**config.mk**
```make
export PLATFORM = sky130hd
export DESIGN_NAME = fp_mul_scheduler_flat
export DESIGN_NICKNAME = d
export VERILOG_FILES = /design/src/rtl/fpu_pkg.sv /design/src/rtl/fp_mul_scheduler_if.sv /design/src/rtl/fp_multiplier.sv /design/src/rtl/fp_mul_scheduler.sv /design/src/flat_wrapper.sv
export SDC_FILE = /design/constraint.sdc
export NUM_CORES = 2
export LEC_CHECK = 0
export BUFFER_PORTS_ARGS = -buffer_cell sky130_fd_sc_hd__buf_2
export CAP_MARGIN = 20
export CORE_ASPECT_RATIO = 0.6
export CORE_UTILIZATION = 35
export DETAILED_ROUTE_END_ITERATION = 8
export PLACE_DENSITY_LB_ADDON = 0.15
export SLEW_MARGIN = 20
export SYNTH_ARGS = -nofsm -noshare
export SYNTH_HDL_FRONTEND = slang
export SYNTH_HIERARCHICAL = 1
export SYNTH_SLANG_ARGS = --single-unit
```
**constraint.sdc**
```tcl
create_clock -name clk -period 7.5 [get_ports clk]
set_input_delay 2.25 -clock clk [delete_from_list [all_inputs] [get_ports clk]]
set_output_delay 2.25 -clock clk [all_outputs]
set_load 0.03 [all_outputs]
```
**src/rtl/fpu_pkg.sv**
```systemverilog
// Shared FPU types and constants.
//   FP_W/EXP_W/MANT_W : word layout {sign, exp[7:0], mant[22:0]}
//   SP/HP_EXP_BIAS    : exponent bias for single and half precision
//   fp_word, fp_flags : operand/result word and {ovf, unf, inx} status
//   MODE_HALF/SINGLE  : precision select encoding
package fpu_pkg;

    localparam int unsigned FP_W        = 32;
    localparam int unsigned EXP_W       = 8;
    localparam int unsigned MANT_W      = 23;
    localparam int unsigned SP_EXP_BIAS = 127;
    localparam int unsigned HP_EXP_BIAS = 15;

    localparam logic MODE_HALF   = 1'b0;
    localparam logic MODE_SINGLE = 1'b1;

    typedef struct packed {
        logic              sign;
        logic [EXP_W-1:0]  exp;
        logic [MANT_W-1:0] mant;
    } fp_word;

    typedef struct packed {
        logic ovf;
        logic unf;
        logic inx;
    } fp_flags;

endpackage

```
**src/rtl/fp_mul_scheduler_if.sv**
```systemverilog
// Request/response bus of the shared multiplier scheduler.
//   master : FPU issue side (drives requests, observes responses)
//   slave  : fp_mul_scheduler
//   req_*  : per-port valid/ready/mode and operands (port i at [32i+31:32i])
//   resp_* : shared response channel tagged with requester ID; busy = op in flight
interface fp_mul_scheduler_if
    import fpu_pkg::*;
#(
    parameter int unsigned NUM_REQ = 2
);
    localparam int unsigned IDW = (NUM_REQ > 2) ? $clog2(NUM_REQ) : 1;

    logic [NUM_REQ-1:0]      req_valid;
    logic [NUM_REQ-1:0]      req_ready;
    logic [NUM_REQ-1:0]      req_mode;
    logic [FP_W*NUM_REQ-1:0] req_op_a;
    logic [FP_W*NUM_REQ-1:0] req_op_b;
    logic                    cfg_round_mode;
    logic                    resp_valid;
    logic [IDW-1:0]          resp_id;
    logic [FP_W-1:0]         resp_result;
    logic [2:0]              resp_flags;
    logic                    busy;

    modport master (
        output req_valid, req_mode, req_op_a, req_op_b, cfg_round_mode,
        input  req_ready, resp_valid, resp_id, resp_result, resp_flags, busy
    );

    modport slave (
        input  req_valid, req_mode, req_op_a, req_op_b, cfg_round_mode,
        output req_ready, resp_valid, resp_id, resp_result, resp_flags, busy
    );

endinterface

```
**src/rtl/fp_multiplier.sv**
```systemverilog
// Three-stage FP multiplier (normal numbers, flush-to-zero).
//   clk, rst    : clock, synchronous active-high reset
//   mode_fp     : 0=half, 1=single; unregistered, used in stages 2 and 3
//   round_mode  : 0=round-to-nearest-even, 1=truncate
//   op_a, op_b  : operands, captured at the end of the presentation cycle
//   result/flags: stable three cycles after presentation
// Half operands keep the 8/23 field layout: exp holds the 5-bit half
// exponent, mant[22:13] holds the 10-bit half fraction.
module fp_multiplier
    import fpu_pkg::*;
(
    input  logic    clk,
    input  logic    rst,
    input  logic    mode_fp,
    input  logic    round_mode,
    input  fp_word  op_a,
    input  fp_word  op_b,
    output fp_word  result,
    output fp_flags flags
);
    fp_word             s1_a, s1_b;
    logic               s2_sign, s2_zero;
    logic signed [10:0] s2_exp;
    logic [47:0]        s2_prod;

    logic               half_c;
    logic [23:0]        ma_c, mb_c;
    logic signed [10:0] bias_c, exp_c;

    logic [47:0]        norm_c;
    logic [22:0]        kept_c;
    logic [23:0]        inc_c, sum_c;
    logic               guard_c, sticky_c, lsb_c, rnd_up_c;
    logic signed [10:0] e_c, emax_c;
    fp_word             res_c;
    fp_flags            flg_c;

    assign half_c = (mode_fp == MODE_HALF);

    // Stage 2: significand product and unbiased-sum exponent
    always_comb begin
        ma_c = {1'b1, s1_a.mant};
        mb_c = {1'b1, s1_b.mant};
        if (half_c) begin
            ma_c[12:0] = '0;
            mb_c[12:0] = '0;
        end
        bias_c = half_c ? 11'sd15 : 11'sd127;
        exp_c  = $signed({3'b000, s1_a.exp}) + $signed({3'b000, s1_b.exp}) - bias_c;
    end

    // Stage 3: normalise, round at the precision's LSB, classify
    always_comb begin
        norm_c = s2_prod[47] ? s2_prod : {s2_prod[46:0], 1'b0};
        if (half_c) begin
            kept_c   = {norm_c[46:37], 13'b0};
            guard_c  = norm_c[36];
            sticky_c = |norm_c[35:0];
            lsb_c    = norm_c[37];
            inc_c    = 24'h002000;
            emax_c   = 11'sd31;
        end else begin
            kept_c   = norm_c[46:24];
            guard_c  = norm_c[23];
            sticky_c = |norm_c[22:0];
            lsb_c    = norm_c[24];
            inc_c    = 24'h000001;
            emax_c   = 11'sd255;
        end
        rnd_up_c = !round_mode && guard_c && (sticky_c || lsb_c);
        sum_c    = {1'b0, kept_c} + (rnd_up_c ? inc_c : 24'd0);
        // A rounding carry leaves the fraction all-zero and bumps the exponent
        e_c      = s2_exp + $signed({10'd0, s2_prod[47]}) + $signed({10'd0, sum_c[23]});

        res_c = '{sign: s2_sign, exp: '0, mant: '0};
        flg_c = '{ovf: 1'b0, unf: 1'b0, inx: 1'b0};
        if (s2_zero) begin
            res_c.exp = '0;
        end else if (e_c >= emax_c) begin
            res_c.exp = emax_c[7:0];
            flg_c.ovf = 1'b1;
        end else if (e_c <= 11'sd0) begin
            flg_c.unf = 1'b1;
        end else begin
            res_c.exp  = e_c[7:0];
            res_c.mant = sum_c[22:0];
            flg_c.inx  = guard_c | sticky_c;
        end
    end

    always_ff @(posedge clk) begin
        if (rst) begin
            s1_a    <= '0;
            s1_b    <= '0;
            s2_sign <= 1'b0;
            s2_zero <= 1'b1;
            s2_exp  <= '0;
            s2_prod <= '0;
            result  <= '0;
            flags   <= '0;
        end else begin
            s1_a    <= op_a;
            s1_b    <= op_b;
            s2_sign <= s1_a.sign ^ s1_b.sign;
            s2_zero <= (s1_a.exp == '0) || (s1_b.exp == '0);
            s2_exp  <= exp_c;
            s2_prod <= {24'd0, ma_c} * {24'd0, mb_c};
            result  <= res_c;
            flags   <= flg_c;
        end
    end

endmodule

```
**src/rtl/fp_mul_scheduler.sv**
```systemverilog
// Round-robin scheduler sharing one fp_multiplier between NUM_REQ ports.
//   clk, rst : clock, synchronous active-high reset
//   bus      : slave side of fp_mul_scheduler_if (requests in, tagged responses out)
// The multiplier precision is held in cur_mode_q; a request of the other
// precision is granted only once the tag pipe has drained.
module fp_mul_scheduler
    import fpu_pkg::*;
#(
    parameter int unsigned NUM_REQ = 2,
    parameter int unsigned MUL_LAT = 3
) (
    input  logic               clk,
    input  logic               rst,
    fp_mul_scheduler_if.slave  bus
);
    localparam int unsigned IDW = (NUM_REQ > 2) ? $clog2(NUM_REQ) : 1;

    logic [IDW-1:0]     ptr_q;
    logic               cur_mode_q;
    logic [MUL_LAT-1:0] tv_q;
    logic [IDW-1:0]     tid_q [MUL_LAT];

    logic               found_c, grant_c, busy_c, cand_mode_c;
    logic [IDW-1:0]     cand_c;
    fp_word             mul_a_c, mul_b_c, mul_res;
    fp_flags            mul_flg;

    assign busy_c = |tv_q;

    // Candidate: first valid port at or after ptr_q, wrapping to port 0
    always_comb begin
        found_c = 1'b0;
        cand_c  = '0;
        for (int j = 0; j < int'(NUM_REQ); j++) begin
            if (!found_c && bus.req_valid[j] && (IDW'(j) >= ptr_q)) begin
                found_c = 1'b1;
                cand_c  = IDW'(j);
            end
        end
        for (int j = 0; j < int'(NUM_REQ); j++) begin
            if (!found_c && bus.req_valid[j] && (IDW'(j) < ptr_q)) begin
                found_c = 1'b1;
                cand_c  = IDW'(j);
            end
        end
    end

    // Grant gate and operand mux; idle cycles present zero operands
    always_comb begin
        cand_mode_c = 1'b0;
        mul_a_c     = '0;
        mul_b_c     = '0;
        for (int j = 0; j < int'(NUM_REQ); j++) begin
            if (IDW'(j) == cand_c) cand_mode_c = bus.req_mode[j];
        end
        grant_c = found_c && !rst && ((cand_mode_c == cur_mode_q) || !busy_c);
        if (grant_c) begin
            for (int j = 0; j < int'(NUM_REQ); j++) begin
                if (IDW'(j) == cand_c) begin
                    mul_a_c = bus.req_op_a[j*FP_W +: FP_W];
                    mul_b_c = bus.req_op_b[j*FP_W +: FP_W];
                end
            end
        end
        bus.req_ready = grant_c ? (NUM_REQ'(1) << cand_c) : '0;
    end

    // Pointer, precision and tag pipe
    always_ff @(posedge clk) begin
        if (rst) begin
            ptr_q      <= '0;
            cur_mode_q <= MODE_SINGLE;
            tv_q       <= '0;
            for (int k = 0; k < int'(MUL_LAT); k++) tid_q[k] <= '0;
        end else begin
            tv_q     <= {tv_q[MUL_LAT-2:0], grant_c};
            tid_q[0] <= cand_c;
            for (int k = 1; k < int'(MUL_LAT); k++) tid_q[k] <= tid_q[k-1];
            if (grant_c) begin
                ptr_q      <= (cand_c == IDW'(NUM_REQ-1)) ? '0 : cand_c + IDW'(1);
                cur_mode_q <= cand_mode_c;
            end
        end
    end

    fp_multiplier u_mul (
        .clk        (clk),
        .rst        (rst),
        .mode_fp    (cur_mode_q),
        .round_mode (bus.cfg_round_mode),
        .op_a       (mul_a_c),
        .op_b       (mul_b_c),
        .result     (mul_res),
        .flags      (mul_flg)
    );

    assign bus.resp_valid  = tv_q[MUL_LAT-1];
    assign bus.resp_id     = tid_q[MUL_LAT-1];
    assign bus.resp_result = mul_res;
    assign bus.resp_flags  = mul_flg;
    assign bus.busy        = busy_c;

endmodule

```
**src/flat_wrapper.sv**
```systemverilog
// flat-port wrapper written by rule: the top's interface ports become plain ports
module fp_mul_scheduler_flat import fpu_pkg::*;
#(
    parameter int unsigned NUM_REQ = 2,
    parameter int unsigned MUL_LAT = 3
)
  (clk, rst, bus_req_valid, bus_req_mode, bus_req_op_a, bus_req_op_b, bus_cfg_round_mode, bus_req_ready, bus_resp_valid, bus_resp_id, bus_resp_result, bus_resp_flags, bus_busy);
  fp_mul_scheduler_if #(.NUM_REQ(NUM_REQ)) bus_i ();
  input  logic clk;
  input  logic rst;
  input wire logic [$bits(bus_i.req_valid)-1:0] bus_req_valid;
  input wire logic [$bits(bus_i.req_mode)-1:0] bus_req_mode;
  input wire logic [$bits(bus_i.req_op_a)-1:0] bus_req_op_a;
  input wire logic [$bits(bus_i.req_op_b)-1:0] bus_req_op_b;
  input wire logic [$bits(bus_i.cfg_round_mode)-1:0] bus_cfg_round_mode;
  output wire logic [$bits(bus_i.req_ready)-1:0] bus_req_ready;
  output wire logic [$bits(bus_i.resp_valid)-1:0] bus_resp_valid;
  output wire logic [$bits(bus_i.resp_id)-1:0] bus_resp_id;
  output wire logic [$bits(bus_i.resp_result)-1:0] bus_resp_result;
  output wire logic [$bits(bus_i.resp_flags)-1:0] bus_resp_flags;
  output wire logic [$bits(bus_i.busy)-1:0] bus_busy;
  assign bus_i.req_valid = bus_req_valid;
  assign bus_i.req_mode = bus_req_mode;
  assign bus_i.req_op_a = bus_req_op_a;
  assign bus_i.req_op_b = bus_req_op_b;
  assign bus_i.cfg_round_mode = bus_cfg_round_mode;
  assign bus_req_ready = bus_i.req_ready;
  assign bus_resp_valid = bus_i.resp_valid;
  assign bus_resp_id = bus_i.resp_id;
  assign bus_resp_result = bus_i.resp_result;
  assign bus_resp_flags = bus_i.resp_flags;
  assign bus_busy = bus_i.busy;
  fp_mul_scheduler #(.NUM_REQ(NUM_REQ), .MUL_LAT(MUL_LAT)) u_core (.clk(clk), .rst(rst), .bus(bus_i));
endmodule
```
After elaboration in Yosys (flattened, before gate mapping)

Memory sizes are Yosys's and may differ from the RTL's.
Index checks and enable logic that the tools add are counted.

Add/sub/neg operators: 6
$mul: 1
Magnitude comparators: 6
Eq/ne operators: 1
Shift operators: 1
Mux-type cells: 33
Bitwise gates (word level): 6
Reductions and logical operators: 29

Operator list:

| cell                  | count |
|---|---|
| $mux W32              | 2 |
| $mul A24 B24 Y48      | 1 |
| $mux W47              | 1 |
| $mux W13              | 3 |
| $reduce_or A36 Y1     | 1 |
| $mux W31              | 1 |
| $add A23 B24 Y24      | 1 |
| $mux W24              | 1 |
| $reduce_or A23 Y1     | 1 |
| $add A11 B2 Y11       | 2 |
| $mux W1               | 20 |
| $logic_not A8 Y1      | 2 |
| $mux W8               | 2 |
| $mux W14              | 1 |
| $ge A11 B11 Y1        | 1 |
| $le A11 B1 Y1 const B | 1 |
| $logic_and A1 B1 Y1   | 11 |
| $sub A9 B7 Y10        | 1 |
| $add A8 B8 Y9         | 1 |
| $mux W7               | 1 |
| $logic_not A1 Y1      | 6 |
| $reduce_or A3 Y1      | 2 |
| $or A1 B1 Y1          | 4 |
| $reduce_or A2 Y1      | 2 |
| other kinds (10)      | 14 |

Register bits after elaboration: 165
Bits in writable memories: 3
Input port bits: 135
Output and inout port bits: 40
Word-level logic and storage cells: 103
Memories: 1

Memory list:

| name         | words | bits a word | rd ports | clocked after Yosys merged registers in | write ports | RTL line               | source |
|---|---|---|---|---|---|---|---|
| u_core.tid_q | 3     | 1           | 3        | 0                                       | 3           | fp_mul_scheduler.sv:21 | `logic [IDW-1:0] tid_q [MUL_LAT];` |

Logic depth before layout (Yosys ltp)

Word-level depth: 21
Gate-level depth with buffers: 29
Depth with buffers taken out: 25

By module

Netlist, hierarchy kept.

Modules (own cells, without submodules):

| module           | times used | cells each | area an instance (um^2) | seq. area each (um^2) |
|---|---|---|---|---|
| fp_multiplier    | 1          | 2865       | 25439.4                 | 3183.1 |
| fp_mul_scheduler | 1          | 114        | 1022.2                  | 160.2 |

Worst setup path before layout

Ideal clock, no wire load.

Path kind: register -> register
Start point: register u_core.cur_mode_q
End point: register u_core.u_mul.s2_prod[42]
Library setup time: 0.121 ns
Arrival time: 7.323 ns
Required time: 7.379 ns
Slack: 0.056 ns
Stages on the path, launching flop included: 28
Path buffers: 4
Period minus slack after synthesis: 7.444 ns
Path through: dfxtp_1 clkbuf_1 clkbuf_1 and2_1 clkbuf_1 nand2_1 fa_1 inv_1 fa_1 inv_1 fa_1 fa_1 inv_1 fa_1 fa_1 inv_1 fa_1 inv_1 ha_1 clkbuf_1 a21o_1 a221o_1 a21oi_1 o21ai_0 a21oi_1 o211ai_1 a21oi_1 mux2_2

Longest elaborated chain between the ends: 2
Elaborated cells on any way between the ends: 3
Those cells by class: mul: 1; mux: 2

Ends and longest elaborated chain:

| element                | RTL line               | source |
|---|---|---|
| from (decl)            | fp_mul_scheduler.sv:19 | `logic cur_mode_q;` |
| from (signal assigned) | fp_mul_scheduler.sv:81 | `cur_mode_q <= cand_mode_c;` |
| $mux W13               | fp_multiplier.sv:44    | `if (half_c) begin` |
| $mul A24 B24 Y48 (*)   | fp_multiplier.sv:107   | `s2_prod <= {24'd0, ma_c} * {24'd0, mb_c};` |
| to (signal assigned)   | fp_multiplier.sv:107   |  |
| to (decl)              | fp_multiplier.sv:24    | `logic [47:0] s2_prod;` |

Mark *: on every way between the ends. The rest lies on a longest branch, timed or not.
A chain may end at the register's enable or synchronous reset.

Final worst setup path

Start point: register u_core.cur_mode_q
End point: register u_core.u_mul.s2_prod[44]

Same word-level chain as after synthesis.

==> impl_metrics.env <==
export IMPL_status="complete, no violations"
export IMPL_seq_area_frac_synth_pct=12.63
export IMPL_dpl_instance_area_mm2=0.02929
export IMPL_fin_crit_sh_pct=96.72
export IMPL_clkPwrFrac_pct=31.2
export IMPL_cts_root_buf="clkbuf_16"
export IMPL_fin_skew_ps=35.68
export IMPL_cp_common_cell="fa_1"
export IMPL_setup_tns_ps=0
export IMPL_grt_max_degree=89
export IMPL_swShare_pct=39.27
export IMPL_dr_total_vias=21020
export IMPL_path_class="flip-flop to flip-flop"
export IMPL_setup_viol=0
export IMPL_grt_pass1_vias=21530
export IMPL_powerDensity_mw_per_mm2=97.77
export IMPL_holdBufCountCts=0
export IMPL_dp_cells=4142
export IMPL_numCtsBuffers=17
export IMPL_crit_path_max_incr_delay_ps=580
export IMPL_path_cells="buf_12 -> buf_4 -> buf_4 -> and3_1 -> fa_1 -> fa_1 -> inv_1 -> fa_1 -> inv_1 -> fa_1 -> fa_1 -> fa_1 -> inv_1 -> fa_1 -> inv_1 -> ha_1 -> a21o_1 -> a31oi_1 -> o21ai_0 -> o311a_1 -> o21ai_2 -> a41oi_2 -> a41oi_2 -> mux2_1"
export IMPL_syn_avg_cell_area_um2=8.883
export IMPL_gp_congestion=0.9137
export IMPL_rsz0062_at_grt="false"
export IMPL_drtIter0Drc=1549
export IMPL_syn_nets=3793
export IMPL_dr_pass1_iters=5
export IMPL_finalHoldViolations=0
export IMPL_drive_above_1_share_pct=13.85
export IMPL_ys_warn_count=6
export IMPL_syn_inst=2979
export IMPL_grt_pass1_wl_um=131200
export IMPL_numPortBuffers=174
export IMPL_dieArea_mm2=0.07674
export IMPL_fin_nets=3993
export IMPL_synth_edf_count=0
export IMPL_drt_total_wl_um=85420
export IMPL_p_leak_nw=15.55
export IMPL_path_max_fanout=28
export IMPL_yosysMostFrequentCell="inv_1"
export IMPL_clkLatencyLatePin_ps=490
export IMPL_drc_errors=0
export IMPL_gr_total_overflow=0
export IMPL_worstSetupEndpointType="flip-flop"
export IMPL_worstSetupStartpointType="flip-flop"
export IMPL_ir_worst_vdd_v=0.0001623
export IMPL_pwr_share_seq_pct=34.3
export IMPL_final_area_mm2=0.03001
export IMPL_synth_common_cells="inv_1 (605), fa_1 (487), nand2_1 (308), and3_1 (238), ha_1 (192)"
export IMPL_p_int_mw=1.781
export IMPL_synth_seq_cells=167
export IMPL_clock_sinks=167
export IMPL_ios=175
export IMPL_grt_usage_pct=22.64
export IMPL_antenna_left=0
export IMPL_crit_arrival_ps=7610
export IMPL_setup_slack_ps=246.0
export IMPL_synth_top_cell_area_share_pct=36.84
export IMPL_clockBufferDepth=2
export IMPL_synth_ff_type="dfxtp_1"
export IMPL_cap_violations=0
export IMPL_hpwl_um=71630
export IMPL_syn_area_mm2=0.02646
export IMPL_hold_worst_slack_ps=443.6
export IMPL_synthArstFlopShare_pct=0
export IMPL_required_ps=7860
export IMPL_start_util_pct=35.67
export IMPL_p_comb_share_pct=34.6
export IMPL_antenna_found_initial=9
export IMPL_slew_violations=0
export IMPL_synth_top_area_cell="fa_1"
export IMPL_die_h_um=215.0
export IMPL_ys_top_cells_by_area="fa_1 (37%), dfxtp_1 (13%), ha_1 (9.1%)"
export IMPL_worst_pin_slew_ps=926.4
export IMPL_vias_per_cell=5.030
export IMPL_clk_pin_slew_ps=80
export IMPL_htree_levels=4
export IMPL_relSlewSlack_pct=38.24
export IMPL_fmax_mhz=137.9
export IMPL_hold_path_class="flip-flop to flip-flop"
export IMPL_die_x_um=357.0
export IMPL_synth_cell_types=73
export IMPL_p_sw_mw=1.152
export IMPL_wl_per_cell_um=20.43
export IMPL_final_cells=4180
export IMPL_cts_tree="yes"
export IMPL_crit_family="adder cells"
export IMPL_dp_worst_setup_slack_ps=-67.38
export IMPL_fin_crit_ps=7254
export IMPL_areaGrowthSynthToFinish_pct=13.40
export IMPL_num_rows=77
export IMPL_path_buf_inv=7
export IMPL_cpMaxStageDelayCell="fa_1"
export IMPL_core_area_mm2=0.07418
metrics by stage:
stage	power (mW)	util [%]
6_report	2.934	40.45
3_5_place_dp	2.011	39.48
5_1_grt	3.105	40.45
4_1_cts	2.940	40.29
3_3_place_gp	2.000	39.48
2_1_floorplan	1.600	-
power groups by stage:
stage               Sequential [mW]  Clock (mW)  Combinational, mW
global placement               1.03           0              0.969
detailed placement             1.03           0              0.979
CTS                            1.01       0.941              0.988
global route                   1.01       0.977               1.12
floorplan                      1.00           0              0.597
finish                         1.01       0.914               1.01
kinds of logic after synthesis:
family	Yosys count	synth area share, %
buf+inv	788	11.40
flops	167	12.63
mux	25	1.012
compound gates	292	8.067
simple gates	959	18.68
xor+xnor	69	2.284
fa+ha+maj	679	45.92
metal layers:
layer,vias to the layer above,track usage (%),part of all wire [%]
met5,-,0,0
met4,0,3.262,1.1
met3,54,5.860,9.3
met2,722,30.57,39
met1,10580,35.99,51
li1,9668,-,-
area by class of cell:
cell class	count	area, µm²
fillers	7557	44180
multi-input cells	2024	20150
diodes	1	2.502
clock buffers	18	429.2
well taps	987	1235
clock inverters	14	172.7
flip-flops and latches	167	3351
inverters	606	2275
repair buffers	363	2395
placed cells by master, fill, tap and decap left out, drive strengths merged, types with 18 or more instances in the layout:
master,netlist,routed
a21o,31,31
a21oi,72,72
a22o,64,64
and2,81,81
and3,238,238
buf,24,363
clkbuf,158,18
dfxtp,167,167
fa,487,487
ha,192,192
inv,605,612
nand2,308,308
nand3,36,36
nand4,22,22
nor2,107,107
nor2b,93,93
nor3,25,25
nor4,19,19
o21ai,43,43
xnor2,42,42
xor2,27,27
state kept, by name, summed over array words and instances, names as in the netlist:
name                  count
u_core/u_mul/s2_sign      1
u_core/u_mul/s1_a        22
u_core/ptr_q              1
u_core/u_mul/result      32
u_core/u_mul/s1_b        22
u_core/u_mul/s2_zero      1
u_core/cur_mode_q         1
u_core/u_mul/s2_exp      10
u_core/tid_q              3
u_core/u_mul/ma_c        10
u_core/u_mul/s2_prod     48
u_core/tv_q               3
u_core/u_mul/mb_c        10
u_core/u_mul/flags        3
path summary, 6_finish.rpt:
path / start / end / slack [ps] / depth (start not counted)
max: u_core/cur_mode_q / u_core/u_mul/s2_prod[44] / 250 / 24
min: u_core/tid_q[0][0] / u_core/tid_q[0][1] / 440 / 1
min reg2reg: u_core/tid_q[0][0] / u_core/tid_q[0][1] / 440 / 1
max reg2reg: u_core/cur_mode_q / u_core/u_mul/s2_prod[44] / 250 / 24
timing repair:
item	in CTS	in global routing
resized for setup	1	18
buffers inserted	0	5
hold endpoints to repair	0	0
setup endpoints to repair	2	17
gates cloned	0	0
pin swaps	0	0
Note: power is estimated with default switching activity, not from simulation.
